==> config.mk <==
export PLATFORM = sky130hd
export DESIGN_NAME = sram_controller_check_store
export DESIGN_NICKNAME = d
export VERILOG_FILES = /design/src/rtl/sram_controller_pkg.sv /design/src/rtl/sram_controller_sat_counter.sv /design/src/rtl/sram_controller_check_store.sv
export SDC_FILE = /design/constraint.sdc
export NUM_CORES = 1
export LEC_CHECK = 0
export ABC_AREA = 1
export CORE_MARGIN = 3
export CORE_UTILIZATION = 42
export CTS_CLUSTER_SIZE = 28
export DETAILED_ROUTE_END_ITERATION = 16
export GPL_TIMING_DRIVEN = 0
export PLACE_DENSITY = 0.7
export SLEW_MARGIN = 15
export SYNTH_ARGS = -nofsm -noshare
export SYNTH_HDL_FRONTEND = slang
export SYNTH_SLANG_ARGS = --single-unit
==> constraint.sdc <==
create_clock -name clk -period 6.7 [get_ports clk]
set_input_delay 1.34 -clock clk [delete_from_list [all_inputs] [get_ports clk]]
set_output_delay 1.34 -clock clk [all_outputs]
set_load 0.01 [all_outputs]
==> src/rtl/sram_controller_pkg.sv <==
// Shared types and defaults for the SRAM controller blocks.
// Check-bit store state encoding and default geometry.
package sram_controller_pkg;

  typedef enum logic {
    CS_INIT,
    CS_READY
  } check_store_state_e;

  localparam int SRAM_DEPTH   = 256;
  localparam int SRAM_CHECK_W = 1;

endpackage

==> src/rtl/sram_controller_sat_counter.sv <==
// Saturating event counter with synchronous clear.
// A clear coinciding with an event leaves a count of one.
module sram_controller_sat_counter #(
  parameter int W = 16
) (
  input  logic         clk,
  input  logic         reset_n,
  input  logic         inc,
  input  logic         clr,
  output logic [W-1:0] count
);

  always_ff @(posedge clk or negedge reset_n) begin
    if (!reset_n) begin
      count <= '0;
    end else if (clr) begin
      count <= inc ? W'(1) : '0;
    end else if (inc && (count != '1)) begin
      count <= count + 1'b1;
    end
  end

endmodule

==> src/rtl/sram_controller_check_store.sv <==
// Check-bit store: RAM-inferable array, sequential init engine,
// registered read/compare port and saturating mismatch counter.
module sram_controller_check_store
  import sram_controller_pkg::*;
#(
  parameter int DEPTH   = SRAM_DEPTH,
  parameter int ADDR_W  = $clog2(DEPTH),
  parameter int CHECK_W = SRAM_CHECK_W,
  parameter int CNT_W   = 16
) (
  input  logic               clk,
  input  logic               reset_n,
  output logic               ready,
  input  logic               init_req,
  input  logic               wr_en,
  input  logic [ADDR_W-1:0]  wr_addr,
  input  logic [CHECK_W-1:0] wr_check,
  input  logic               rd_en,
  input  logic [ADDR_W-1:0]  rd_addr,
  input  logic [CHECK_W-1:0] rd_expected,
  output logic               rd_valid,
  output logic [CHECK_W-1:0] rd_check,
  output logic               rd_mismatch,
  input  logic               err_clr,
  output logic [CNT_W-1:0]   err_count
);

  check_store_state_e state, state_d;
  logic [ADDR_W-1:0]  init_ptr, ptr_d;

  logic [CHECK_W-1:0] mem [DEPTH];
  logic               mem_we;
  logic [ADDR_W-1:0]  mem_addr;
  logic [CHECK_W-1:0] mem_data;

  logic               wr_go;
  logic               rd_go;
  logic               bypass;
  logic [CHECK_W-1:0] exp_q;

  assign ready  = (state == CS_READY);
  // A write racing init_req is dropped: INIT zeroes it anyway.
  assign wr_go  = ready && wr_en && !init_req;
  assign rd_go  = ready && rd_en;
  assign bypass = wr_go && (wr_addr == rd_addr);

  always_ff @(posedge clk or negedge reset_n) begin
    if (!reset_n) begin
      state    <= CS_INIT;
      init_ptr <= '0;
    end else begin
      state    <= state_d;
      init_ptr <= ptr_d;
    end
  end

  always_comb begin
    state_d = state;
    ptr_d   = init_ptr;
    unique case (state)
      CS_INIT: begin
        ptr_d = init_ptr + 1'b1;
        if (init_ptr == ADDR_W'(DEPTH - 1)) begin
          state_d = CS_READY;
        end
      end
      CS_READY: begin
        if (init_req) begin
          state_d = CS_INIT;
          ptr_d   = '0;
        end
      end
      default: state_d = CS_INIT;
    endcase
  end

  always_comb begin
    mem_we   = 1'b0;
    mem_addr = wr_addr;
    mem_data = wr_check;
    if (state == CS_INIT) begin
      mem_we   = 1'b1;
      mem_addr = init_ptr;
      mem_data = '0;
    end else if (wr_go) begin
      mem_we = 1'b1;
    end
  end

  // No reset on the array so it maps onto RAM.
  always_ff @(posedge clk) begin
    if (mem_we) begin
      mem[mem_addr] <= mem_data;
    end
  end

  always_ff @(posedge clk or negedge reset_n) begin
    if (!reset_n) begin
      rd_valid <= 1'b0;
      rd_check <= '0;
      exp_q    <= '0;
    end else begin
      rd_valid <= rd_go;
      if (rd_go) begin
        rd_check <= bypass ? wr_check : mem[rd_addr];
        exp_q    <= rd_expected;
      end
    end
  end

  assign rd_mismatch = rd_valid && (rd_check != exp_q);

  sram_controller_sat_counter #(
    .W(CNT_W)
  ) u_err_cnt (
    .clk    (clk),
    .reset_n(reset_n),
    .inc    (rd_mismatch),
    .clr    (err_clr),
    .count  (err_count)
  );

endmodule

Yosys cells after proc, flatten, opt, wreduce, memory -nomap -nowiden
Memory sizes are Yosys's and may differ from the RTL's. A register that Yosys moved wholly into a read port is not among the register bits.
Index checks and enable logic that the tools add are counted.
- register bits: 27
- bits in writable memories: 256
- bits of input ports: 24
- output and inout port bits: 20
- memories: 1
- memory list (name ; depth ; bits a word ; read ports ; clocked after Yosys merged registers in ; write ports ; line ; RTL):
    mem ; 256 ; 1 ; 1 ; 1 ; 1 ; sram_controller_check_store.sv:31 ; logic [CHECK_W-1:0] mem [DEPTH];
- $add $sub $neg: 2
- eq/ne operators: 4
- multiplexer cells: 14
- bitwise operators: 1
- reduce and logical (&&, ||, !) cells: 8
- operator list (operator ; number):
    $mux W16 ; 2
    $add A16 B1 Y16 const B ; 1
    $mux W8 ; 2
    $ne A16 B16 Y1 const B ; 1
    $pmux W8 S2 ; 1
    $add A8 B1 Y8 const B ; 1
    $eq A8 B8 Y1 const B ; 1
    $mux W1 ; 8
    $logic_and A1 B1 Y1 ; 5
    $logic_not A1 Y1 ; 2
    $ne A2 B2 Y1 const B ; 1
    $pmux W1 S2 ; 1
    $reduce_bool A2 Y1 ; 1
    $ne A1 B1 Y1 ; 1
    $not A1 Y1 ; 1

Logic depth before layout (Yosys ltp)
- word-level depth: 6
- depth in mapped cells: 16

Hierarchy
Synthesis repeated with hierarchy kept, for this count alone.
- cell total of the unflattened synthesis: 1482
- area, all modules: 13665.6 um^2
- modules (own cells, without submodules) (module ; instances ; cells an instance ; area an instance (um^2) ; seq. area each (um^2)):
    sram_controller_check_store ; 1 ; 1332 ; 12650.9 ; 7987.7
    sram_controller_sat_counter ; 1 ; 150 ; 1014.7 ; 400.4

Worst setup path before layout
No wires, ideal clock.
- path type: input -> register
- start point: input wr_check
- end point: memory mem[0] (netlist name) (data pin)
- library setup time: 0.773 ns
- arrival: 4.121 ns
- required time: 5.927 ns
- setup slack: 1.806 ns
- stages on the path: 2
- path buffers: 0
- path through: nand2_1 > inv_1
- word-level cells in the longest chain between the ends: 1
- ends and longest elaborated chain (what ; line ; RTL):
    from (decl) ; sram_controller_check_store.sv:17 ; input logic [CHECK_W-1:0] wr_check,
    $mux W1 ; sram_controller_check_store.sv:81 ; if (state == CS_INIT) begin
    net mem_data ; sram_controller_check_store.sv:34 ; logic [CHECK_W-1:0] mem_data;
    to (decl) ; sram_controller_check_store.sv:31 ;
The timed path passes the listed nets, and every way through them passes these cells.

==> flow_summary_export.csv <==
group,metric,value,unit
cells_and_area,insertedDiodeCount,0,
grt,global_route_usage_over_all_layers,0.224,
route,route.met3.wl,4150,um
worst_setup_path,timing.critical_path.max_delay_family,"buffers and inverters",
pwr,max-vdd-ir-drop,0.225,mV
logic_synthesis,postSynth.topFlopCell,"sky130_fd_sc_hd__edfxtp_1",
logic_synthesis,post_synth_edffs,256,
die,die_w,184,um
route,drt_wl_total,38400,um
placed_design,placed_cell_area,0.0142,sq mm
clock_network,postCtsHoldBufs,0,
clock_network,cts-root-to-sink-buffers,3,
route,detail_route.wl_per_cell,19.9,um
logic_synthesis,synth.top_cells.by_count,"sky130_fd_sc_hd__nand2_1, sky130_fd_sc_hd__nor2_1, sky130_fd_sc_hd__nand3_1",
cells_and_area,finalNetCount,1536,
clock_network,post_cts.resized_instances,0,
job,max_cap_violations,0,
clock_network,post-cts-setup-buffer-count,0,
logic_synthesis,synthesis.yosys.warnings,0,
timing,min_period_over_period,0.555,
worst_setup_path,timing.critical_path.slowest_stage_cell,"sky130_fd_sc_hd__clkbuf_1",
grt,grt_pass1_wl,57800,um
worst_setup_path,timing.critical_path.arrival,4.15,ns
die,die_h,184,um
grt,maximum_number_of_pins_on_one_net_before_global_route_repair,191,
clock_network,cts_tree,"done",
logic_synthesis,library_cell_with_the_highest_instance_count_after_synthesis,"sky130_fd_sc_hd__nand2_1",
logic_synthesis,post_synth_instance_area,0.0133,sq mm
timing,setup_viol_count_final,0,
placed_design,place.port_buffers,39,
worst_setup_path,worst_setup_path_end_kind,"flip-flop",
pwr,total_leakage_power,5.35,nW
route,met1Wirelength,14900,um
clock_network,cts_root_buf,"sky130_fd_sc_hd__clkbuf_16",
timing,report.final.hold_viol_count,0,
cells_and_area,area_grow_syn2layout,13.4,%
worst_setup_path,cp-start-kind,"primary input",
logic_synthesis,synth_largest_area_cell,"sky130_fd_sc_hd__edfxtp_1",
grt,remaining_overflow_grt,0,
logic_synthesis,ys_seq_area_frac,0.632,
worst_setup_path,critical-path-max-stage-delay,0.61,ns
timing,clock-skew-final,0.0174,ns
worst_setup_path,worstSetupPathType,"primary input to flip-flop",
grt,initial_antenna_violation_count,0,
clock_network,worst_skew_pair.late_latency,0.56,ns
clock_network,clkSinkCount,284,
logic_synthesis,synth_seq_cells,284,
die,initial_util,0.430,
cells_and_area,fillerInstances,2880,
route,number_of_vias_per_cell_after_detailed_routing,5.63,
logic_synthesis,cell_count_after_synthesis,1439,
min_path,type_of_the_worst_min_delay_path,"flip-flop to flip-flop",
logic_synthesis,synth_area_leaders,"sky130_fd_sc_hd__edfxtp_1, sky130_fd_sc_hd__nand2_1, sky130_fd_sc_hd__nand3_1",
logic_synthesis,avgSynthCellArea,9.22,sq um
clock_network,clk_transition_reported_paths,0.06,ns
grt,grt_pass1_vias,10259,
cells_and_area,layout.cell_area.non_filler,0.0150,sq mm
worst_setup_path,worst_ep_required_time,7.14,ns
route,drt_iter0_drc,1452,
timing,clock.fmax,269,MHz
die,design.die.area,0.0338,sq mm
route,routed-via-count,10853,
route,route.met2.wl,18300,um
timing,rsz0062_at_grt,"no",
worst_setup_path,crit_path_max_fanout,10,
clock_network,htree_depth,1,
route,top_layer,"met4",
pwr,power_per_cell_area,288,mW/mm^2
logic_synthesis,syn-num-nets,1465,
logic_synthesis,postSynth.asyncResetShare,0.0986,
route,remaining_drc_errors,0,
placed_design,place.gp.congestion,0.876,
timing,finalMaxSlewViolations,0,
route,drtAntennaViolNets,0,
die,design.core.area,0.0308,sq mm
worst_setup_path,crit_path_frequent_cell,"sky130_fd_sc_hd__nand3_1",
die,io_pins,44,
clock_network,cts_made_buffers,29,
die,placement_rows,64,
outcome,status,"finished clean",
placed_design,place_hpwl,25400,um
timing,finalCriticalPeriod,3.72,ns
route,drt_pass1_iterations,8,
logic_synthesis,synth_top_area_frac,0.579,
timing,whs,0.515,ns
logic_synthesis,synth.lib_cells_used.distinct,27,
timing,max_slew_margin,0.333,
worst_setup_path,worstPathCellList,"clkdlybuf4s50_1 > clkbuf_1 > clkbuf_1 > nand3_1 > nand3_1 > nand3_1 > nand3_1 > nand2_1 > nand2_1 > nand3_1 > nand3_1 > nand3_1 > nand2_1 > nand2_1",
cells_and_area,layout-drive-gt1-share,0.0522,
timing,tightest_slew,1.00,ns
worst_setup_path,critical_path_buffer_and_inverter_count,3,
## worst paths after layout
| kind | endpoint | cells after the start | slack (ns) | from |
|---|---|---|---|---|
| setup / recovery | rd_check | 14 | 2.98 | rd_addr[1] |
| hold / removal | exp_q | 2 | 0.52 | exp_q |
| setup reg to reg | mem[95] | 8 | 3.93 | ready |
| hold reg to reg | exp_q | 2 | 0.52 | exp_q |
| max in group asynchronous | rd_check | 1 | 5.48 | reset_n |
| min in group asynchronous | u_err_cnt.count[13] | 1 | 0.81 | reset_n |
## cells in the final DEF (no fill, tap or decap), types with 2 or more instances in the layout
cell	count
sky130_fd_sc_hd__nor4_1	2
sky130_fd_sc_hd__o31ai_1	2
sky130_fd_sc_hd__o21ai_0	24
sky130_fd_sc_hd__a21oi_1	13
sky130_fd_sc_hd__nand4_1	3
sky130_fd_sc_hd__nand2_1	351
sky130_fd_sc_hd__clkbuf_16	29
sky130_fd_sc_hd__a211oi_1	3
sky130_fd_sc_hd__nand3_1	258
sky130_fd_sc_hd__inv_1	71
sky130_fd_sc_hd__buf_1	19
sky130_fd_sc_hd__clkinv_2	7
sky130_fd_sc_hd__edfxtp_1	256
sky130_fd_sc_hd__buf_2	35
sky130_fd_sc_hd__clkinv_1	11
sky130_fd_sc_hd__dfrtp_1	28
sky130_fd_sc_hd__nor3_1	9
sky130_fd_sc_hd__o22ai_1	2
sky130_fd_sc_hd__ha_1	2
sky130_fd_sc_hd__or2_2	3
sky130_fd_sc_hd__clkdlybuf4s50_1	38
sky130_fd_sc_hd__xor2_1	7
sky130_fd_sc_hd__clkbuf_1	41
sky130_fd_sc_hd__nor2_1	307
## worst min-delay path, stage by stage (launching register included)
cell	delay, ns
sky130_fd_sc_hd__dfrtp_1	0.36
sky130_fd_sc_hd__nand2_1	0.06
sky130_fd_sc_hd__nand2_1	0.06
## area by class of cell
type	count	area, sq um	share of cell area
Buffer	90	384	0.0255
Clock buffer	34	744	0.0495
Clock inverter	19	116	0.00774
Inverter	74	285	0.0190
Multi-Input combinational cell	991	4220	0.280
Sequential cell	284	8390	0.558
Tap cell	396	495	0.0329
Timing Repair Buffer	40	413	0.0274
## metal layers
metal | up-vias | GRT usage
li1 | 4945 | -
met1 | 5164 | 0.303
met2 | 650 | 0.368
met3 | 94 | 0.0402
met4 | 0 | 0.0756
met5 | - | 0
## flip-flops by register name, indices dropped and copies added (netlist names)
name	flops
ready	1
rd_valid	1
rd_check	1
u_err_cnt.count	16
mem	256
init_ptr	8
exp_q	1
## where the power goes
part / internal, W / switching (W) / total, W
sequential: 0.00197 / 0.0000259 / 0.00200
clock: 0.000828 / 0.000673 / 0.00150
combinational: 0.000178 / 0.000656 / 0.000835
total: 0.00298 / 0.00136 / 0.00433
## cell families (layout without fill, tap and decap cells)
| family | Yosys count | count (layout) | synth area share |
|---|---|---|---|
| XOR/XNOR | 8 | 8 | 0.00528 |
| adder cells (fa/ha/maj) | 2 | 2 | 0.00189 |
| AO/OA/AOI/OAI | 47 | 47 | 0.0195 |
| AND/OR/NAND/NOR | 934 | 934 | 0.291 |
| buffers and inverters | 164 | 257 | 0.0499 |
| flip-flops | 284 | 284 | 0.632 |
## through the flow
| stage | power (W) | cells | setup TNS (ns) | util | worst slack, ns |
|---|---|---|---|---|---|
| 2_1_floorplan | 0.00254 | 1439 | 0 | - | 1.81 |
| 3_3_place_gp | 0.00283 | 1874 | -174.46 | 0.459 | -0.689 |
| 3_5_place_dp | 0.00284 | 1875 | 0 | 0.460 | 2.51 |
| 4_1_cts | 0.00432 | 1928 | 0 | 0.488 | 3.06 |
| 5_1_grt | 0.00449 | 1928 | 0 | 0.488 | 2.84 |
| 6_report | 0.00433 | 1928 | 0 | 0.488 | 2.98 |
(Power assumes the default switching activity.)
